$ cat config.mk
export PLATFORM = sky130hd
export DESIGN_NAME = multicycle_control
export DESIGN_NICKNAME = d
export VERILOG_FILES = /design/src/rtl/multicycle_control.sv
export SDC_FILE = /design/constraint.sdc
export NUM_CORES = 1
export LEC_CHECK = 0
export ABC_AREA = 1
export CAP_MARGIN = 0
export CORE_AREA = 2 2 52 54
export DETAILED_ROUTE_END_ITERATION = 8
export DIE_AREA = 0 0 54 56
export PLACE_DENSITY = 0.83
export SYNTH_ARGS = -nofsm -noshare
export SYNTH_HDL_FRONTEND = slang
export SYNTH_SLANG_ARGS = --single-unit
$ cat constraint.sdc
create_clock -name clk -period 3.43 [get_ports clk]
set_clock_uncertainty 0.05 [all_clocks]
set_input_delay 0.686 -clock clk [delete_from_list [all_inputs] [get_ports clk]]
set_output_delay 0.686 -clock clk [all_outputs]
set_load 0.1 [all_outputs]
$ cat src/rtl/multicycle_control.sv
// rtl/multicycle_control.sv - multicycle RV32I-subset control FSM with memory ready handshake and wait timeout
`timescale 1ns/1ps
module multicycle_control #(
    parameter int TIMEOUT = 255
) (
    input  logic        clk,
    input  logic        rst,
    input  logic [31:0] Instr,
    input  logic        EQ,
    input  logic        mem_ready,
    output logic        mem_req,
    output logic        MemWrite,
    output logic        AdrSrc,
    output logic        IRWrite,
    output logic        PCWrite,
    output logic        RegWrite,
    output logic [1:0]  ALUSrcA,
    output logic [1:0]  ALUSrcB,
    output logic [1:0]  ResultSrc,
    output logic [1:0]  ImmSrc,
    output logic [2:0]  ALUctrl,
    output logic        illegal,
    output logic        timeout
);
    localparam int CW = ($clog2(TIMEOUT + 1) > 8) ? $clog2(TIMEOUT + 1) : 8;
    localparam logic [6:0] OP_LW  = 7'b0000011;
    localparam logic [6:0] OP_SW  = 7'b0100011;
    localparam logic [6:0] OP_R   = 7'b0110011;
    localparam logic [6:0] OP_BEQ = 7'b1100011;

    typedef enum logic [3:0] {
        S_FETCH, S_DECODE, S_MEMADR, S_MEMREAD, S_MEMWB,
        S_MEMWRITE, S_EXECR, S_ALUWB, S_BEQ, S_TRAP
    } state_t;

    state_t        state;
    logic [CW-1:0] wait_cnt;
    logic [6:0]    op;
    logic [2:0]    funct3;
    logic          funct7b5;
    logic          mem_state;
    logic          expired;
    logic          r_ok;
    logic          instr_unused;

    assign op           = Instr[6:0];
    assign funct3       = Instr[14:12];
    assign funct7b5     = Instr[30];
    assign instr_unused = ^{Instr[31], Instr[29:15], Instr[11:7]};
    assign mem_state    = (state == S_FETCH) || (state == S_MEMREAD) || (state == S_MEMWRITE);
    assign expired      = (wait_cnt == CW'(TIMEOUT)) && !mem_ready;
    assign r_ok         = (funct3 == 3'b000) || (funct3 == 3'b010) ||
                          (funct3 == 3'b110) || (funct3 == 3'b111);

    // Counter stays zero outside wait cycles, so it is already clear on entry to every memory state.
    always_ff @(posedge clk) begin
        if (rst) begin
            state    <= S_FETCH;
            wait_cnt <= '0;
            illegal  <= 1'b0;
            timeout  <= 1'b0;
        end else begin
            wait_cnt <= '0;
            if (mem_state && !mem_ready) begin
                if (expired) begin
                    state   <= S_TRAP;
                    timeout <= 1'b1;
                end else begin
                    wait_cnt <= wait_cnt + 1'b1;
                end
            end else begin
                case (state)
                    S_FETCH:  state <= S_DECODE;
                    S_DECODE: begin
                        if (op == OP_LW || op == OP_SW) begin
                            state <= S_MEMADR;
                        end else if (op == OP_R && r_ok) begin
                            state <= S_EXECR;
                        end else if (op == OP_BEQ) begin
                            state <= S_BEQ;
                        end else begin
                            state   <= S_TRAP;
                            illegal <= 1'b1;
                        end
                    end
                    S_MEMADR:  state <= (op == OP_LW) ? S_MEMREAD : S_MEMWRITE;
                    S_MEMREAD: state <= S_MEMWB;
                    S_EXECR:   state <= S_ALUWB;
                    S_MEMWB, S_MEMWRITE, S_ALUWB, S_BEQ: state <= S_FETCH;
                    default:   state <= S_TRAP;
                endcase
            end
        end
    end

    always_comb begin
        ImmSrc = 2'b00;
        if (op == OP_SW)       ImmSrc = 2'b01;
        else if (op == OP_BEQ) ImmSrc = 2'b10;
    end

    // Strobes follow the state; only the handshake cycle of a memory state and EQ in BEQ qualify them.
    always_comb begin
        mem_req   = 1'b0;
        MemWrite  = 1'b0;
        AdrSrc    = 1'b0;
        IRWrite   = 1'b0;
        PCWrite   = 1'b0;
        RegWrite  = 1'b0;
        ALUSrcA   = 2'b00;
        ALUSrcB   = 2'b00;
        ResultSrc = 2'b00;
        ALUctrl   = 3'b000;
        if (!rst) begin
            case (state)
                S_FETCH: begin
                    mem_req   = 1'b1;
                    ALUSrcB   = 2'b10;
                    ResultSrc = 2'b10;
                    IRWrite   = mem_ready;
                    PCWrite   = mem_ready;
                end
                S_DECODE: begin
                    ALUSrcA = 2'b01;
                    ALUSrcB = 2'b01;
                end
                S_MEMADR: begin
                    ALUSrcA = 2'b10;
                    ALUSrcB = 2'b01;
                end
                S_MEMREAD: begin
                    mem_req = 1'b1;
                    AdrSrc  = 1'b1;
                end
                S_MEMWB: begin
                    ResultSrc = 2'b01;
                    RegWrite  = 1'b1;
                end
                S_MEMWRITE: begin
                    mem_req  = 1'b1;
                    MemWrite = 1'b1;
                    AdrSrc   = 1'b1;
                end
                S_EXECR: begin
                    ALUSrcA = 2'b10;
                    case (funct3)
                        3'b000:  ALUctrl = funct7b5 ? 3'b001 : 3'b000;
                        3'b010:  ALUctrl = 3'b101;
                        3'b110:  ALUctrl = 3'b011;
                        3'b111:  ALUctrl = 3'b010;
                        default: ALUctrl = 3'b000;
                    endcase
                end
                S_ALUWB: RegWrite = 1'b1;
                S_BEQ: begin
                    ALUSrcA = 2'b10;
                    ALUctrl = 3'b001;
                    PCWrite = EQ;
                end
                default: ;
            endcase
        end
    end
endmodule

==> results.toml, run 1 <==
[flow_run]
maxCapViolCount = 0

[clocking]
numCtsBuffers = 3
cts.path.max_buffers = 2
clk_latency_ns = 0.28
htreeDepth = 1
root_buffer = "clkbuf_4"
cts_setup_buffers = 0
cts_hold_buf = 0
cts_tree = "built"
cts.sinks = 14
path_clk_slew_ns = 0.08
cts-resized-gates = 0

[global_routing]
antenna_found_initial = 0
grt_max_degree = 10
grt_usage = 0.167
grt_pass1_vias = 997
grt-ovfl-total = 0
grt_pass1_wl_mm = 3.96

[placed_design]
dp.final_hpwl_mm = 1.81
routabilityCongestion = 0.798
dp_cells = 218
io_buffers = 33

[final_layout]
drive_gt1_frac = 0.241
final_cell_mix = "nand2_1 (36), nor2_1 (27), inv_1 (22)"
nets = 230
num_antenna_cells = 0
area_growth_pct = 57.1
final_cells = 221
layout_commonest_cell = "nand2_1"
utilization = 0.631
nFillCells = 212

[critical_path]
path_class = "input port to output pin"
critPathMaxFanout = 9
cp-end-kind = "output pin"
start_kind = "input port"
critical_path_arrival_ns = 2.08
worstPathRequired_ns = 2.69

[power_and_ir_drop]
power_density_nw_per_um2 = 421
p_leak_uw = 0.000684
vdd_drop_max_uv = 365

[detailed_routing]
routed_wirelength_mm = 2.21
drtIter0Drc = 28
wl_per_cell_um = 10.0
vias = 1037
avgViaCountPerCell = 4.69
first_pass_iters = 4
post-route-drc-count = 0
drtAntennaViolNets = 0

[yosys]
ys_seq_elements = 14
synth_nets = 192
avgSynthCellArea_um2 = 6.30
synth-seq-area-share = 0.287
synth_cell_types = 25
syn_area_um2 = 977
syn-instance-count = 155
yosys_warnings = 0

[die]
core-area_um2 = 2430
dieArea_um2 = 3020
initial_core_util = 0.402
dieHeight_um = 56
fp-row-count = 18
die_w_um = 54
io_pins = 55

[timing]
period_minus_slack_ns = 2.82
final_hold_viol_count = 0
tightest_slew_ns = 0.353
rsz0062_at_grt = "false"
hold_slack_ns = 0.405
final_max_slew_viol_count = 0
min_period_over_period = 0.821
max_freq_mhz = 355
setup_tns_ns = 0
setup_viol = 0
maxSlewHeadroom = 0.763

[hold_path]
hold_path.class = "flip-flop to flip-flop"

[outcome]
outcome = "finished, final reports clean"
==> registers in the layout, indices dropped and copies added (netlist names) <==
signal    cells
illegal       1
timeout       1
state         4
wait_cnt      8
==> power by group <==
part | leakage, uW | switching, uW | internal, uW | total, uW
Clock | 0.0000138 | 48.7 | 40.7 | 89.3
Combinational | 0.000557 | 250 | 123 | 374
Sequential | 0.000114 | 10.1 | 173 | 183
==> routing by layer <==
| metal | vias to the layer above | routed length, um | global-route usage |
|---|---|---|---|
| li1 | 554 | - | - |
| met1 | 454 | 983 | 0.203 |
| met2 | 23 | 1110 | 0.289 |
| met3 | 6 | 74 | 0.0161 |
| met4 | 0 | 43 | 0.0679 |
| met5 | - | 0 | 0 |
==> synthesized netlist by cell type, drive strengths merged <==
master   n  share of area
a21oi    5          0.026
a22oi    1         0.0077
a31o     1         0.0090
and3     1         0.0064
clkbuf   1         0.0038
dfxtp   14           0.29
ha       1          0.013
inv     25          0.099
nand2   39           0.16
nand3    8          0.067
nand3b   1         0.0077
nand4    4          0.026
nor2    39           0.19
nor3     1         0.0051
nor3b    2          0.015
nor4     1         0.0064
o21ai    5          0.026
xnor2    4          0.036
xor2     2          0.018
==> worst paths after layout <==
kind / startpoint / to / slack [ns] / depth (start not counted)
worst min-delay path: timeout / timeout / 0.40 / 2
worst min register to register: timeout / timeout / 0.40 / 2
worst max register to register: wait_cnt[0] / wait_cnt[2] / 1.96 / 8
worst max-delay path: rst / ALUctrl[0] / 0.61 / 6
==> kinds of logic after synthesis <==
logic type | synth area share
and+or+nand+nor | 0.476
buffers and inverters | 0.102
DFF | 0.287
AOI/OAI and AO/OA | 0.0679
xor gates and xnor gates | 0.0538
adders and majority gates | 0.0128
==> worst max-delay path, stage by stage <==
cell and delay, ns:
clkdlybuf4s50_1 0.53, buf_4 0.23, nor2_1 0.14, inv_1 0.07
o21ai_1 0.20, buf_12 0.21
==> stage by stage <==
| stage | setup slack (ns) | cell area (um2) | total power, uW |
|---|---|---|---|
| 2_1_floorplan | 0.0414 | 988 | 439 |
| 3_3_place_gp | 0.622 | 1510 | 557 |
| 3_5_place_dp | 0.607 | 1510 | 561 |
| 4_1_cts | 0.607 | 1540 | 652 |
| 5_1_grt | 0.518 | 1540 | 680 |
| 6_report | 0.614 | 1540 | 646 |
==> layout make-up <==
cell class	count	area, um2	area share
Sequential cell	14	280	0.183
Inverter	25	96.3	0.0628
Timing Repair Buffer	34	490	0.319
Clock buffer	3	22.5	0.0147
Multi-Input combinational cell	115	608	0.396
Tap cell	30	37.5	0.0244
Power figures use the tool's default switching activity.
==> run 2: changes to the inputs <==
Settings changed: CORE_AREA 2 2 52 54 to 2 2 54 56, DIE_AREA 0 0 54 56 to 0 0 56 58, PLACE_DENSITY 0.83 to 0.78.
Clock period 3.43 ns to 2.7 ns, I/O delays scaled along.
==> results.toml, run 2 (synthesized netlist as in run 1, its figures left out) <==
[die]
io_pins = 55
die_w_um = 56
dieHeight_um = 58
fp-row-count = 19
initial_core_util = 0.367
dieArea_um2 = 3250
core-area_um2 = 2660

[outcome]
outcome = "finished, final reports clean"

[power_and_ir_drop]
power_density_nw_per_um2 = 544
total_power_uw = 863
vdd_drop_max_uv = 556
p_leak_uw = 0.000703

[final_layout]
multi_input_area_um2 = 624
nFillCells = 241
final_cell_mix = "nand2_1 (36), nor2_1 (26), inv_1 (22)"
largest_reg_flops = 8
regMostFlops = "wait_cnt"
layout_commonest_cell = "nand2_1"
area_growth_pct = 62.4
num_antenna_cells = 0
final_cells = 224
drive_gt1_frac = 0.264
utilization = 0.596
top_regs = "wait_cnt: 8 flops, state: 4 flops"
nets = 231
regArea_um2 = 280

[detailed_routing]
drtAntennaViolNets = 0
routed_wirelength_mm = 2.06
first_pass_iters = 4
post-route-drc-count = 0
vias = 1038
drtIter0Drc = 14
wl_per_cell_um = 9.21
avgViaCountPerCell = 4.63

[clocking]
clk_latency_ns = 0.28
cts_tree = "built"
cts.sinks = 14
cts_setup_buffers = 0
htreeDepth = 1
root_buffer = "clkbuf_4"
numCtsBuffers = 3
path_clk_slew_ns = 0.09
cts-resized-gates = 0
cts.path.max_buffers = 2
cts_hold_buf = 0

[flow_run]
maxCapViolCount = 0

[timing]
setup_viol = 0
tightest_slew_ns = 0.327
max_freq_mhz = 422
rsz0062_at_grt = "false"
final_max_slew_viol_count = 0
min_period_over_period = 0.877
setup_tns_ns = 0
period_minus_slack_ns = 2.37
final_hold_viol_count = 0
maxSlewHeadroom = 0.780

[critical_path]
critPathMaxFanout = 7
reg2reg_depth = 8
cp-end-kind = "output pin"
worstPathRequired_ns = 2.11
start_kind = "input port"
r2r-start = "wait_cnt[0]"
rrSetupSlack_ns = 1.25
critical_path_arrival_ns = 1.78
r2r_end = "wait_cnt[3]"
path_class = "input port to output pin"
crit_path_end = "ALUctrl[0]"
worstSetupStartpoint = "rst"

[global_routing]
grt-ovfl-total = 0
grt_usage = 0.134
grt_pass1_vias = 909
antenna_found_initial = 0
grt_pass1_wl_mm = 3.56
grt_max_degree = 9

[placed_design]
dp_cells = 220
io_buffers = 33
dp.final_hpwl_mm = 1.76
routabilityCongestion = 0.784

[hold_path]
hold_path.class = "flip-flop to flip-flop"
==> run 2: cell count changes in the layout (fill, tap and decap cells not counted), sizes merged <==
cell	before	now
buf	20	21
clkbuf	3	4
==> run 2: layout make-up <==
type	instances	share of cell area
Multi-Input combinational cell	115	0.394
Sequential cell	14	0.177
Clock buffer	4	0.0229
Inverter	25	0.0607
Tap cell	31	0.0244
Timing Repair Buffer	35	0.322
==> run 2: critical path, cell delays in order <==
cell and delay (ns):
clkdlybuf4s50_1 0.44, buf_4 0.18, nor2_1 0.16, inv_1 0.10, o21ai_2 0.16, buf_12 0.19
==> run 2: worst min path at each step <==
| stage | from | depth (start not counted) | endpoint | slack [ns] |
|---|---|---|---|---|
| floorplan | wait_cnt[0] | 1 | wait_cnt[0] | 0.38 |
| global placement | wait_cnt[0] | 1 | wait_cnt[0] | 0.39 |
| detailed placement | wait_cnt[0] | 1 | wait_cnt[0] | 0.39 |
| CTS | timeout | 2 | timeout | 0.41 |
| global route | timeout | 2 | timeout | 0.43 |
| finish | timeout | 2 | timeout | 0.41 |
==> run 2: metal layers <==
layer	GRT usage	vias to the layer above	wire length, um
met5	0	-	0
met4	0.0510	0	27
met3	0.0156	5	94
met2	0.242	21	1060
met1	0.164	446	888
li1	-	566	-
==> run 2: power by group <==
group          internal [uW]  total, uW  switching, uW
Clock                   82.1        152           70.1
Sequential               220        232           12.7
Combinational            159        479            320
==> run 2: stage by stage <==
step / instance area, um2 / worst slack, ns / hold slack [ns]
3_5_place_dp: 1550 / 0.337 / 0.392
6_report: 1590 / 0.332 / 0.411
2_1_floorplan: 1000 / -0.390 / 0.377
5_1_grt: 1590 / 0.283 / 0.431
3_3_place_gp: 1550 / 0.363 / 0.388
4_1_cts: 1590 / 0.337 / 0.412
==> run 3: changes to the inputs <==
Settings changed: GPL_ROUTABILITY_DRIVEN set to 0, GPL_TIMING_DRIVEN set to 0.
==> results.toml, run 3 (synthesized netlist as in run 1, its figures left out) <==
[clocking]
cts.sinks = 14
path_clk_slew_ns = 0.08
numCtsBuffers = 3
cts_tree = "built"
clk_latency_ns = 0.28
htreeDepth = 1
cts.path.max_buffers = 2
root_buffer = "clkbuf_4"

[outcome]
outcome = "finished, final reports clean"

[critical_path]
start_kind = "input port"
path_buf_inv = 3
critical_path_arrival_ns = 2.04
critPathMaxFanout = 10
cp-end-kind = "output pin"
worstPathRequired_ns = 2.11
slowest_delay_ns = 0.56
path_class = "input port to output pin"
critPathTopFamily = "buffers and inverters"
path_cells = "clkdlybuf4s50_1 > clkbuf_2 > nor2_1 > clkdlybuf4s15_2"
slowest_stage = "clkdlybuf4s15_2"

[power_and_ir_drop]
p_leak_uw = 0.000632
intPower_uw = 400
p_sw_frac = 0.492
p_seq_frac = 0.296
clkPwrFrac = 0.189
p_sw_uw = 388
p_comb_frac = 0.515
power_density_nw_per_um2 = 574
total_power_uw = 788
vdd_drop_max_uv = 402

[final_layout]
nets = 230
area_growth_pct = 40.3
layout_commonest_cell = "nand2_1"
largest_reg_flops = 8
drive_gt1_frac = 0.250
final_cells = 223
top_regs = "wait_cnt: 8 flops, state: 4 flops"
regMostFlops = "wait_cnt"
final_cell_mix = "nand2_1 (36), nor2_1 (26), inv_1 (22)"
fin_area_um2 = 1370
num_antenna_cells = 0

[global_routing]
grtUsageMet3 = 0.0156
grt_pass1_vias = 912
use_met1 = 0.166
grt_max_degree = 11
grt_usage = 0.133
grt_pass1_wl_mm = 3.59
grt-ovfl-total = 0
grt_use_met2 = 0.245
top_usage_layer = "met2"
antenna_found_initial = 0

[flow_run]
maxCapViolCount = 0

[timing]
timing.final.ws_setup_ns = 0.0733
rsz0062_at_grt = "false"
final_max_slew_viol_count = 0
setup_tns_ns = 0
tightest_slew_ns = 0.973
maxSlewHeadroom = 0.349
setup_viol = 0
max_freq_mhz = 381
period_minus_slack_ns = 2.63
min_period_over_period = 0.973
final_hold_viol_count = 0

[placed_design]
dp_cells = 219
place_area_um2 = 1370
pre_cts_slack_ns = -0.802
dp.final_hpwl_mm = 1.69
io_buffers = 33

[detailed_routing]
routed_wirelength_mm = 2.05
post-route-drc-count = 0
drtIter0Drc = 26
vias = 1012
wl_per_cell_um = 9.18
drtAntennaViolNets = 0
avgViaCountPerCell = 4.54
first_pass_iters = 4

[die]
core-area_um2 = 2660
die_w_um = 56
fp-row-count = 19
dieHeight_um = 58
initial_core_util = 0.367
dieArea_um2 = 3250
io_pins = 55

[hold_path]
hold_path.class = "flip-flop to flip-flop"
[run 3: changes by cell type in the layout (fill, tap and decap cells not counted), sizes merged]
cell,change
buf,-14
clkbuf,+6
clkdlybuf4s15,+4
clkdlybuf4s50,+2
clkdlybuf4s18,+1
[run 3: layout make-up]
cell class	count	area [um2]
inverters	25	96.3
repair buffers	33	290
clock buffers	4	36.3
multi-input cells	115	624
plain buffers	1	5.00
flip-flops and latches	14	280
fillers	287	1290
well taps	31	38.8
[run 3: power by group through the flow]
stage	registers [uW]	logic (uW)	clock network (uW)
floorplan	259	303	0
global placement	237	419	0
detailed placement	238	420	0
CTS	233	412	153
global route	235	434	160
finish	233	406	149
[run 3: what timing repair did]
action / 4_1_cts / 5_1_grt
hold buffers: 0 / 0
setup buffers: 0 / 0
endpoints found under the setup margin: 17 / 10
gates resized for setup: 70 / 14
endpoints found under the hold margin: 0 / 0
pin swaps: 0 / 0
[run 3: worst paths after layout]
check                           cells past startpoint          end  slack (ns)        start
worst max-delay path                                4   ALUSrcA[0]        0.07          rst
worst min register to register                      2      illegal        0.41      illegal
worst max register to register                      8  wait_cnt[5]        1.20  wait_cnt[0]
worst min-delay path                                2      illegal        0.41      illegal
[run 3: metal layers]
layer	vias up	share of wire
li1	558	-
met1	437	0.46
met2	17	0.50
met3	0	0.039
met4	0	0
met5	-	0
[run 3: worst reg2reg max path, cell delays in order, from the launching register on]
cell and delay, ns:
dfxtp_1 0.37, ha_1 0.19, nand2_1 0.08, nor2_1 0.20, nand2_1 0.15, nand3_4 0.13, nor2_4 0.05, inv_4 0.13
nor2_2 0.05
[run 3: per-stage QoR]
step                 util  hold WS, ns
detailed placement  0.516        0.395
finish              0.515        0.408
global placement    0.516        0.390
CTS                 0.520        0.413
global route        0.515        0.429
floorplan               -        0.377
